### config.mk
export PLATFORM = sky130hd
export DESIGN_NAME = serial_word_assembler
export DESIGN_NICKNAME = d
export VERILOG_FILES = /design/src/rtl/serial_word_assembler.sv
export SDC_FILE = /design/constraint.sdc
export NUM_CORES = 1
export LEC_CHECK = 0
export BUFFER_PORTS_ARGS = -buffer_cell sky130_fd_sc_hd__buf_2
export CORE_ASPECT_RATIO = 0.5
export CORE_MARGIN = 4
export CORE_UTILIZATION = 50
export DETAILED_ROUTE_END_ITERATION = 12
export PLACE_DENSITY = 0.67
export SYNTH_ARGS = -nofsm -noshare
export SYNTH_HDL_FRONTEND = slang
export SYNTH_SLANG_ARGS = --single-unit
### constraint.sdc
create_clock -name clock -period 1.95 [get_ports clock]
set_clock_uncertainty 0.05 [all_clocks]
set_input_delay 0.4875 -clock clock [delete_from_list [all_inputs] [get_ports clock]]
set_output_delay 0.4875 -clock clock [all_outputs]
set_load 0.03 [all_outputs]
### src/rtl/serial_word_assembler.sv
// serial_word_assembler
// Frames a single-bit serial stream into WIDTH-bit words. The line idles at 0.
// A frame is one start bit (1), WIDTH data bits LSB first, and one stop bit (0).
// Each completed word goes into a valid/ready output register. frame_err and
// overrun are one-cycle pulses. All outputs are registered.
module serial_word_assembler #(
   parameter int unsigned WIDTH = 16
) (
   input  logic             clock,
   input  logic             r,
   input  logic             data,
   input  logic             out_ready,
   output logic [WIDTH-1:0] out_word,
   output logic             out_valid,
   output logic             frame_err,
   output logic             overrun
);

   localparam int unsigned CW = (WIDTH > 1) ? $clog2(WIDTH) : 1;
   localparam logic [CW-1:0] LAST_BIT = CW'(WIDTH - 1);

   localparam logic [1:0] IDLE   = 2'd0;
   localparam logic [1:0] SHIFT  = 2'd1;
   localparam logic [1:0] STOP   = 2'd2;
   localparam logic [1:0] RESYNC = 2'd3;

   logic [1:0]       state;
   logic [CW-1:0]    bit_cnt;
   logic [WIDTH-1:0] shift_reg;

   // Framing FSM, shift register, output register and error pulses
   always_ff @(posedge clock) begin
      if (r) begin
         state     <= IDLE;
         bit_cnt   <= '0;
         shift_reg <= '0;
         out_word  <= '0;
         out_valid <= 1'b0;
         frame_err <= 1'b0;
         overrun   <= 1'b0;
      end else begin
         frame_err <= 1'b0;
         overrun   <= 1'b0;

         // An accepted word empties the register unless a new word lands below
         if (out_valid && out_ready) begin
            out_valid <= 1'b0;
         end

         case (state)
            IDLE: begin
               if (data) begin
                  state   <= SHIFT;
                  bit_cnt <= '0;
               end
            end

            SHIFT: begin
               shift_reg <= {data, shift_reg[WIDTH-1:1]};
               if (bit_cnt == LAST_BIT) begin
                  state <= STOP;
               end else begin
                  bit_cnt <= bit_cnt + CW'(1);
               end
            end

            STOP: begin
               if (!data) begin
                  state <= IDLE;
                  // Load when empty, or when the held word is accepted this same cycle
                  if (!out_valid || out_ready) begin
                     out_word  <= shift_reg;
                     out_valid <= 1'b1;
                  end else begin
                     overrun <= 1'b1;
                  end
               end else begin
                  frame_err <= 1'b1;
                  state     <= RESYNC;
               end
            end

            RESYNC: begin
               // A stuck-high line must drop to 0 before a new start is honoured
               if (!data) begin
                  state <= IDLE;
               end
            end

            default: state <= IDLE;
         endcase
      end
   end

endmodule

==> results of run 1 <==
[metrics by stage]
| step | instance area, um^2 | hold WS [ns] |
|---|---|---|
| global route | 1969 | 0.4371 |
| global placement | 1836 | 0.3893 |
| CTS | 1969 | 0.4191 |
| finish | 1969 | 0.4148 |
| floorplan | 1734 | 0.3814 |
| detailed placement | 1836 | 0.4080 |
[worst max path at each step]
stage                                 start                   endpoint  slack, ns  cells after the start
detailed placement                     data  out_word[13]$_SDFFE_PP0P_       0.22                      5
finish                state[1]$_SDFFE_PP0P_  out_word[13]$_SDFFE_PP0P_       0.45                      4
global placement                       data   out_word[1]$_SDFFE_PP0P_       0.28                      5
floorplan                              data   out_word[0]$_SDFFE_PP0P_       0.40                      5
CTS                   state[1]$_SDFFE_PP0P_   out_word[1]$_SDFFE_PP0P_       0.43                      4
global route        bit_cnt[0]$_SDFFE_PP0P_    bit_cnt[0]$_SDFFE_PP0P_       0.34                      4
[worst max-delay path: cells and delay by family, from the launching register on]
kind	cells	cell delay [ns]
simple gates	2	0.59
flops	1	0.41
mux	1	0.21
buf+inv	1	0.18
[logic make-up after synthesis]
group	count (synthesis)	synth area share [%]
multiplexers	16	9.235
adder cells (fa/ha/maj)	1	0.7214
flip-flops	41	47.33
AND/OR/NAND/NOR	85	28.14
buffers and inverters	12	5.411
AO/OA/AOI/OAI	28	9.163
[power by group through the flow]
stage,combinational [mW],sequential (mW),clock [mW]
finish,0.0594,0.849,0.803
global route,0.0665,0.849,0.850
CTS,0.0592,0.848,0.822
detailed placement,0.0592,0.868,0
global placement,0.0578,0.868,0
floorplan,0.0509,0.866,0
[final cells by class]
| class | count | share of cell area [%] |
|---|---|---|
| multi-input combinational | 130 | 41.61 |
| timing repair buffer | 25 | 7.370 |
| tap | 40 | 2.541 |
| clock buffer | 5 | 3.494 |
| clock inverter | 3 | 3.304 |
| sequential | 41 | 41.68 |
[routing by layer]
metal	share of wire [%]	GRT usage [%]
met1	48	16.90
met2	46	23.51
met3	4.3	5.015
met4	1.7	6.000
met5	0	0
[layout by cell type (no fill, tap or decap), drive strengths merged]
| cell type | Yosys | layout |
|---|---|---|
| dfxtp | 41 | 41 |
| ha | 1 | 1 |
| nand2b | 16 | 16 |
| or3b | 1 | 1 |
| and4 | 1 | 1 |
| a211oi | 2 | 2 |
| or2b | 18 | 18 |
| nor3 | 3 | 3 |
| nand3 | 1 | 1 |
| o21ai | 2 | 2 |
| a21oi | 20 | 20 |
| or4 | 1 | 1 |
| o21a | 1 | 1 |
| bufinv | 0 | 2 |
| clkbuf | 5 | 5 |
| nand4b | 1 | 1 |
| buf | 7 | 25 |
| and2b | 1 | 1 |
| mux2i | 16 | 16 |
| o21ba | 1 | 1 |
| nor2b | 1 | 1 |
| nor2 | 4 | 4 |
| a41oi | 1 | 1 |
| o21bai | 1 | 1 |
| clkinv | 0 | 1 |
| nand4 | 1 | 1 |
| nand2 | 36 | 36 |
==> impl_metrics.env, run 1 <==
export IMPL_post_route_util_pct=62.46
export IMPL_row_count=14
export IMPL_synthMostInstantiatedCell="dfxtp_1"
export IMPL_grtUsageTotal_pct=14.21
export IMPL_ir_drop_mv=0.3953
export IMPL_postSynthRegisterBits=41
export IMPL_routed_via_count=1250
export IMPL_hold_buffers=0
export IMPL_drc_errors=0
export IMPL_cts_resized_gates=0
export IMPL_final_number_of_max_transition_violations=0
export IMPL_power_leakage_nw=0.7109
export IMPL_sw_frac_of_total_pct=19.99
export IMPL_final_antenna_net_count=0
export IMPL_capturing_point_of_the_worst_reg2reg_path="out_word[13]$_SDFFE_PP0P_"
export IMPL_cp_cell_sequence="or3b_4 -> nor2b_4 -> buf_12 -> mux2i_1"
export IMPL_totalPowerFinal_mw=1.711
export IMPL_holdCritStartpoint="shift_reg[8]$_SDFFE_PP0N_"
export IMPL_proportion_of_power_drawn_by_flip_flops_and_latches_pct=49.6
export IMPL_timing_hold_violations_final=0
export IMPL_detailedRoute_firstIterationViolations=64
export IMPL_setup_ws_ns=0.4533
export IMPL_multi_input_area_um2=819.5
export IMPL_min_period_over_period_pct=76.76
export IMPL_cp_start_kind="flip-flop"
export IMPL_hold_end="shift_reg[7]$_SDFFE_PP0N_"
export IMPL_p_per_area_nw_per_um2=868.6
export IMPL_worst_slew_margin_rel_pct=58.48
export IMPL_setup_violations=0
export IMPL_synth_cell_type_count=28
export IMPL_cts_setup_buffers=0
export IMPL_ys_top_cells_by_count="dfxtp_1, nand2_1, a21oi_1, mux2i_1, nand2b_1"
export IMPL_tightest_hold_check_type="reg2reg"
export IMPL_power_report_internal_total_mw=1.369
export IMPL_cts_inserted_buffers=5
export IMPL_number_of_instances_in_the_synthesized_netlist=183
export IMPL_worst_path_largest_cell_delay_ns=0.44
export IMPL_synth_top_area_cell="dfxtp_1"
export IMPL_total_standard_cell_area_after_synthesis_um2=1734
export IMPL_critical_path_end_type="flip-flop"
export IMPL_synth_fp_nets=188
export IMPL_areaGrowthSynthToFinish_pct=13.56
export IMPL_effective_utilization_at_floorplan_pct=55.00
export IMPL_portBuffers=22
export IMPL_ios=23
export IMPL_p_sw_mw=0.3419
export IMPL_num_nets_final=208
export IMPL_antenna_found_initial=0
export IMPL_die_width_um=91.29
export IMPL_setup_tns_final_ns=0
export IMPL_cts_tree="done"
export IMPL_clock_h_tree_levels=2
export IMPL_worst_path_max_delay_cell="or3b_4"
export IMPL_yosys_area_top_type_share_pct=47.33
export IMPL_netlist_top_cells_area="dfxtp_1, mux2i_1, nand2_1"
export IMPL_wire_length_of_the_first_global_routing_pass_mm=5.126
export IMPL_dp_cells=236
export IMPL_chip_height_um=49.65
export IMPL_grt_pass1_vias=1158
export IMPL_outcome="finished clean"
export IMPL_worst_path_required_time_ns=2.13
export IMPL_share_clk_of_total_power_pct=46.9
export IMPL_max_clock_path_buffers=2
export IMPL_ys_seq_area_share_pct=47.33
export IMPL_core_area_um2=3153
export IMPL_synth_edf_count=0
export IMPL_ant_cells=0
export IMPL_final_period_minus_worst_setup_slack_ns=1.497
export IMPL_min_path_cells=2
export IMPL_place_gp_congestion=0.7143
export IMPL_count_of_filler_cells_inserted_in_the_layout=265
export IMPL_drt_total_wl_mm=3.041
export IMPL_crit_path_max_fanout=16
export IMPL_avgViaCountPerCell=5.123
export IMPL_critPathArrivalTime_ns=1.67
export IMPL_postSynth_topFlopCell="dfxtp_1"
export IMPL_tritoncts_num_sinks=41
export IMPL_cts_reportedPaths_clkPinSlew_ns=0.08
export IMPL_max_cap_violations=0
export IMPL_finalNonFillerCells=244
export IMPL_synth_warnings=0
export IMPL_post_dr_wirelength_cell_um=12.46
export IMPL_layout_drive_gt1_share_pct=25.00
export IMPL_cts_root_buf="clkbuf_8"
export IMPL_tightestPinTransition_ns=0.6228
export IMPL_first_pass_iteration_count_of_the_detailed_router=4
export IMPL_place_ws_ns=0.2180
export IMPL_rr_worst_depth=4
export IMPL_r2r_start="state[1]$_SDFFE_PP0P_"
export IMPL_power_combinational_fraction_pct=3.5
export IMPL_crit_path_kind="reg2reg"
export IMPL_die_area_um2=4532
export IMPL_asyncSetResetFlopFracSynth_pct=0
export IMPL_dp_hpwl_mm=1.988
export IMPL_rsz0062_at_grt="no"
export IMPL_grt_overflow=0
export IMPL_clk_latency_ns=0.30
export IMPL_postSynthAreaPerCell_um2=9.476
export IMPL_grt_max_degree=46
export IMPL_r2r_setup_slack_ns=0.45
export IMPL_layout_area_seq_um2=820.8
export IMPL_max_clock_freq_mhz=668.1
(Power assumes the default switching activity.)
==> run 2: changes to the inputs <==
- ABC_AREA: unset -> 1
- CORE_UTILIZATION: 50 -> 49
- PLACE_DENSITY: 0.67 -> 0.69
- clock period: 1.95 -> 1.2 ns (I/O delays scaled with it)
==> run 2 against run 1 <==
Effect of this change: worst hold slack got worse by 0.22 ns; via count grew 7.5%; total power rose by 48%; critical endpoint is now out_word[3]; largest power group unchanged; highest routed layer unchanged.
==> impl_metrics.env, run 2 <==
export IMPL_final_number_of_max_transition_violations=0
export IMPL_die_width_um=87.03
export IMPL_place_gp_congestion=0.8366
export IMPL_drc_errors=0
export IMPL_max_clock_freq_mhz=846.3
export IMPL_grt_overflow=0
export IMPL_min_path_cells=2
export IMPL_routed_via_count=1344
export IMPL_first_pass_iteration_count_of_the_detailed_router=4
export IMPL_post_dr_wirelength_cell_um=11.45
export IMPL_postSynthAreaPerCell_um2=7.768
export IMPL_setup_tns_final_ns=0
export IMPL_p_per_area_nw_per_um2=1330
export IMPL_cts_setup_buffers=0
export IMPL_setup_ws_ns=0.01837
export IMPL_max_cap_violations=0
export IMPL_portBuffers=22
export IMPL_place_ws_ns=-0.09297
export IMPL_crit_path_kind="reg2out"
export IMPL_final_cell_mix="nor2_1, dfxtp_1, o21ai_1"
export IMPL_asyncSetResetFlopFracSynth_pct=0
export IMPL_crit_path_max_fanout=2
export IMPL_synth_top_area_cell="dfxtp_1"
export IMPL_critical_path_end_type="primary output"
export IMPL_clk_latency_ns=0.28
export IMPL_synth_cell_type_count=22
export IMPL_post_route_util_pct=68.56
export IMPL_capturing_point_of_the_worst_reg2reg_path="out_word[10]$_SDFFE_PP0P_"
export IMPL_min_period_over_period_pct=98.47
export IMPL_rr_worst_depth=5
export IMPL_synthMostInstantiatedCell="nor2_1"
export IMPL_postSynth_topFlopCell="dfxtp_1"
export IMPL_path_buf_inv=1
export IMPL_clock_h_tree_levels=2
export IMPL_ys_top_cells_by_count="nor2_1, dfxtp_1, o21ai_0, nand2_1"
export IMPL_timing_critical_path_max_delay_family="flip-flops"
export IMPL_yosys_area_top_type_share_pct=53.64
export IMPL_hold_end="state[0]$_SDFFE_PP0P_"
export IMPL_postSynthRegisterBits=41
export IMPL_antenna_found_initial=0
export IMPL_effective_utilization_at_floorplan_pct=55.02
export IMPL_synth_edf_count=0
export IMPL_layout_commonest_cell="nor2_1"
export IMPL_ir_drop_mv=0.7601
export IMPL_chip_height_um=47.52
export IMPL_netlist_top_cells_area="dfxtp_1, nor2_1, o21ai_0"
export IMPL_grtUsageTotal_pct=16.69
export IMPL_num_nets_final=238
export IMPL_drt_total_wl_mm=3.104
export IMPL_r2r_setup_slack_ns=0.03
export IMPL_total_standard_cell_area_after_synthesis_um2=1530
export IMPL_synth_fp_nets=202
export IMPL_setup_violations=0
export IMPL_areaGrowthSynthToFinish_pct=24.61
export IMPL_dp_hpwl_mm=2.084
export IMPL_cts_tree="done"
export IMPL_critPathArrivalTime_ns=0.83
export IMPL_worst_path_largest_cell_delay_ns=0.35
export IMPL_detailedRoute_firstIterationViolations=41
export IMPL_ios=23
export IMPL_tightestPinTransition_ns=0.2625
export IMPL_tightest_hold_check_type="in2reg"
export IMPL_ys_seq_area_share_pct=53.64
export IMPL_wire_length_of_the_first_global_routing_pass_mm=5.181
export IMPL_r2r_start="state[0]$_SDFFE_PP0P_"
export IMPL_power_leakage_nw=0.8292
export IMPL_max_clock_path_buffers=2
export IMPL_avgViaCountPerCell=4.959
export IMPL_holdCritStartpoint="r"
export IMPL_row_count=13
export IMPL_worst_path_required_time_ns=0.85
export IMPL_cts_root_buf="clkbuf_8"
export IMPL_cp_start_kind="flip-flop"
export IMPL_cts_inserted_buffers=5
export IMPL_fin_hold_ws_ns=0.1957
export IMPL_final_period_minus_worst_setup_slack_ns=1.182
export IMPL_core_area_um2=2781
export IMPL_hold_buffers=0
export IMPL_rsz0062_at_grt="yes"
export IMPL_worst_path_max_delay_cell="dfxtp_1"
export IMPL_grt_max_degree=33
export IMPL_worst_slew_margin_rel_pct=82.34
export IMPL_tritoncts_num_sinks=41
export IMPL_final_antenna_net_count=0
export IMPL_die_area_um2=4135
export IMPL_layout_drive_gt1_share_pct=24.36
export IMPL_cp_cell_sequence="clkbuf_4"
export IMPL_synth_warnings=0
export IMPL_outcome="finished clean"
export IMPL_timing_hold_violations_final=0
export IMPL_number_of_instances_in_the_synthesized_netlist=197
export IMPL_ant_cells=0
export IMPL_cts_reportedPaths_clkPinSlew_ns=0.08
export IMPL_grt_pass1_vias=1221
-- run 2: cell types whose count changed after synthesis, sizes merged, moves of 16 or more --
cell / delta
or2b: -18
nand2: -22
a21oi: -16
nor2: +70
nand2b: -16
o21ai: +32
mux2i: -16
-- run 2: worst max-delay path by stage --
stage	slack [ns]	startpoint	to	cells after the start
global route	-0.06	state[1]$_SDFFE_PP0P_	bit_cnt[2]$_SDFFE_PP0P_	7
CTS	0.005	state[1]$_SDFFE_PP0P_	out_word[0]$_SDFFE_PP0P_	6
finish	0.02	out_word[3]$_SDFFE_PP0P_	out_word[3]	1
detailed placement	-0.09	out_ready	out_word[4]$_SDFFE_PP0P_	7
global placement	-0.02	data	out_word[13]$_SDFFE_PP0P_	6
floorplan	0.04	out_valid$_SDFF_PP0_	out_word[0]$_SDFFE_PP0P_	5
-- run 2: metal layers --
metal / GRT usage (%) / routed length, um
met2: 29.56 / 1460
met5: 0 / 0
met4: 6.832 / 23
met1: 19.62 / 1507
met3: 5.155 / 111
-- run 2: cell type report --
class / count / area [um^2]
sequential: 41 / 824.5
multi-input combinational: 139 / 641.9
clock inverter: 2 / 10.01
clock buffer: 6 / 72.57
fill: 242 / 874.6
timing repair buffer: 37 / 275.3
inverter: 9 / 36.28
tap: 37 / 46.29
-- run 2: where the power goes --
| part | switching (mW) | total (mW) | internal, mW |
|---|---|---|---|
| sequential | 0.0402 | 1.45 | 1.41 |
| combinational | 0.124 | 0.218 | 0.0944 |
| clock | 0.463 | 0.867 | 0.403 |
-- run 2: cell families after synthesis --
| group | count (synthesis) | share of synthesized area (%) |
|---|---|---|
| DFF | 41 | 53.64 |
| buffers and inverters | 17 | 5.478 |
| and+or+nand+nor | 97 | 26.17 |
| adders and majority gates | 1 | 0.8175 |
| AOI/OAI and AO/OA | 41 | 13.90 |
-- run 2: stage by stage --
step | total power [mW] | instance area, um^2 | instances
6_report | 2.536 | 1907 | 271
5_1_grt | 2.654 | 1907 | 271
4_1_cts | 2.541 | 1866 | 271
3_5_place_dp | 1.680 | 1775 | 263
3_3_place_gp | 1.675 | 1775 | 263
2_1_floorplan | 1.611 | 1531 | 197
-- run 2: what timing repair did --
action / CTS / global route
resized for setup: 7 / 34
endpoints found under the setup margin: 17 / 42
gates cloned: 0 / 0
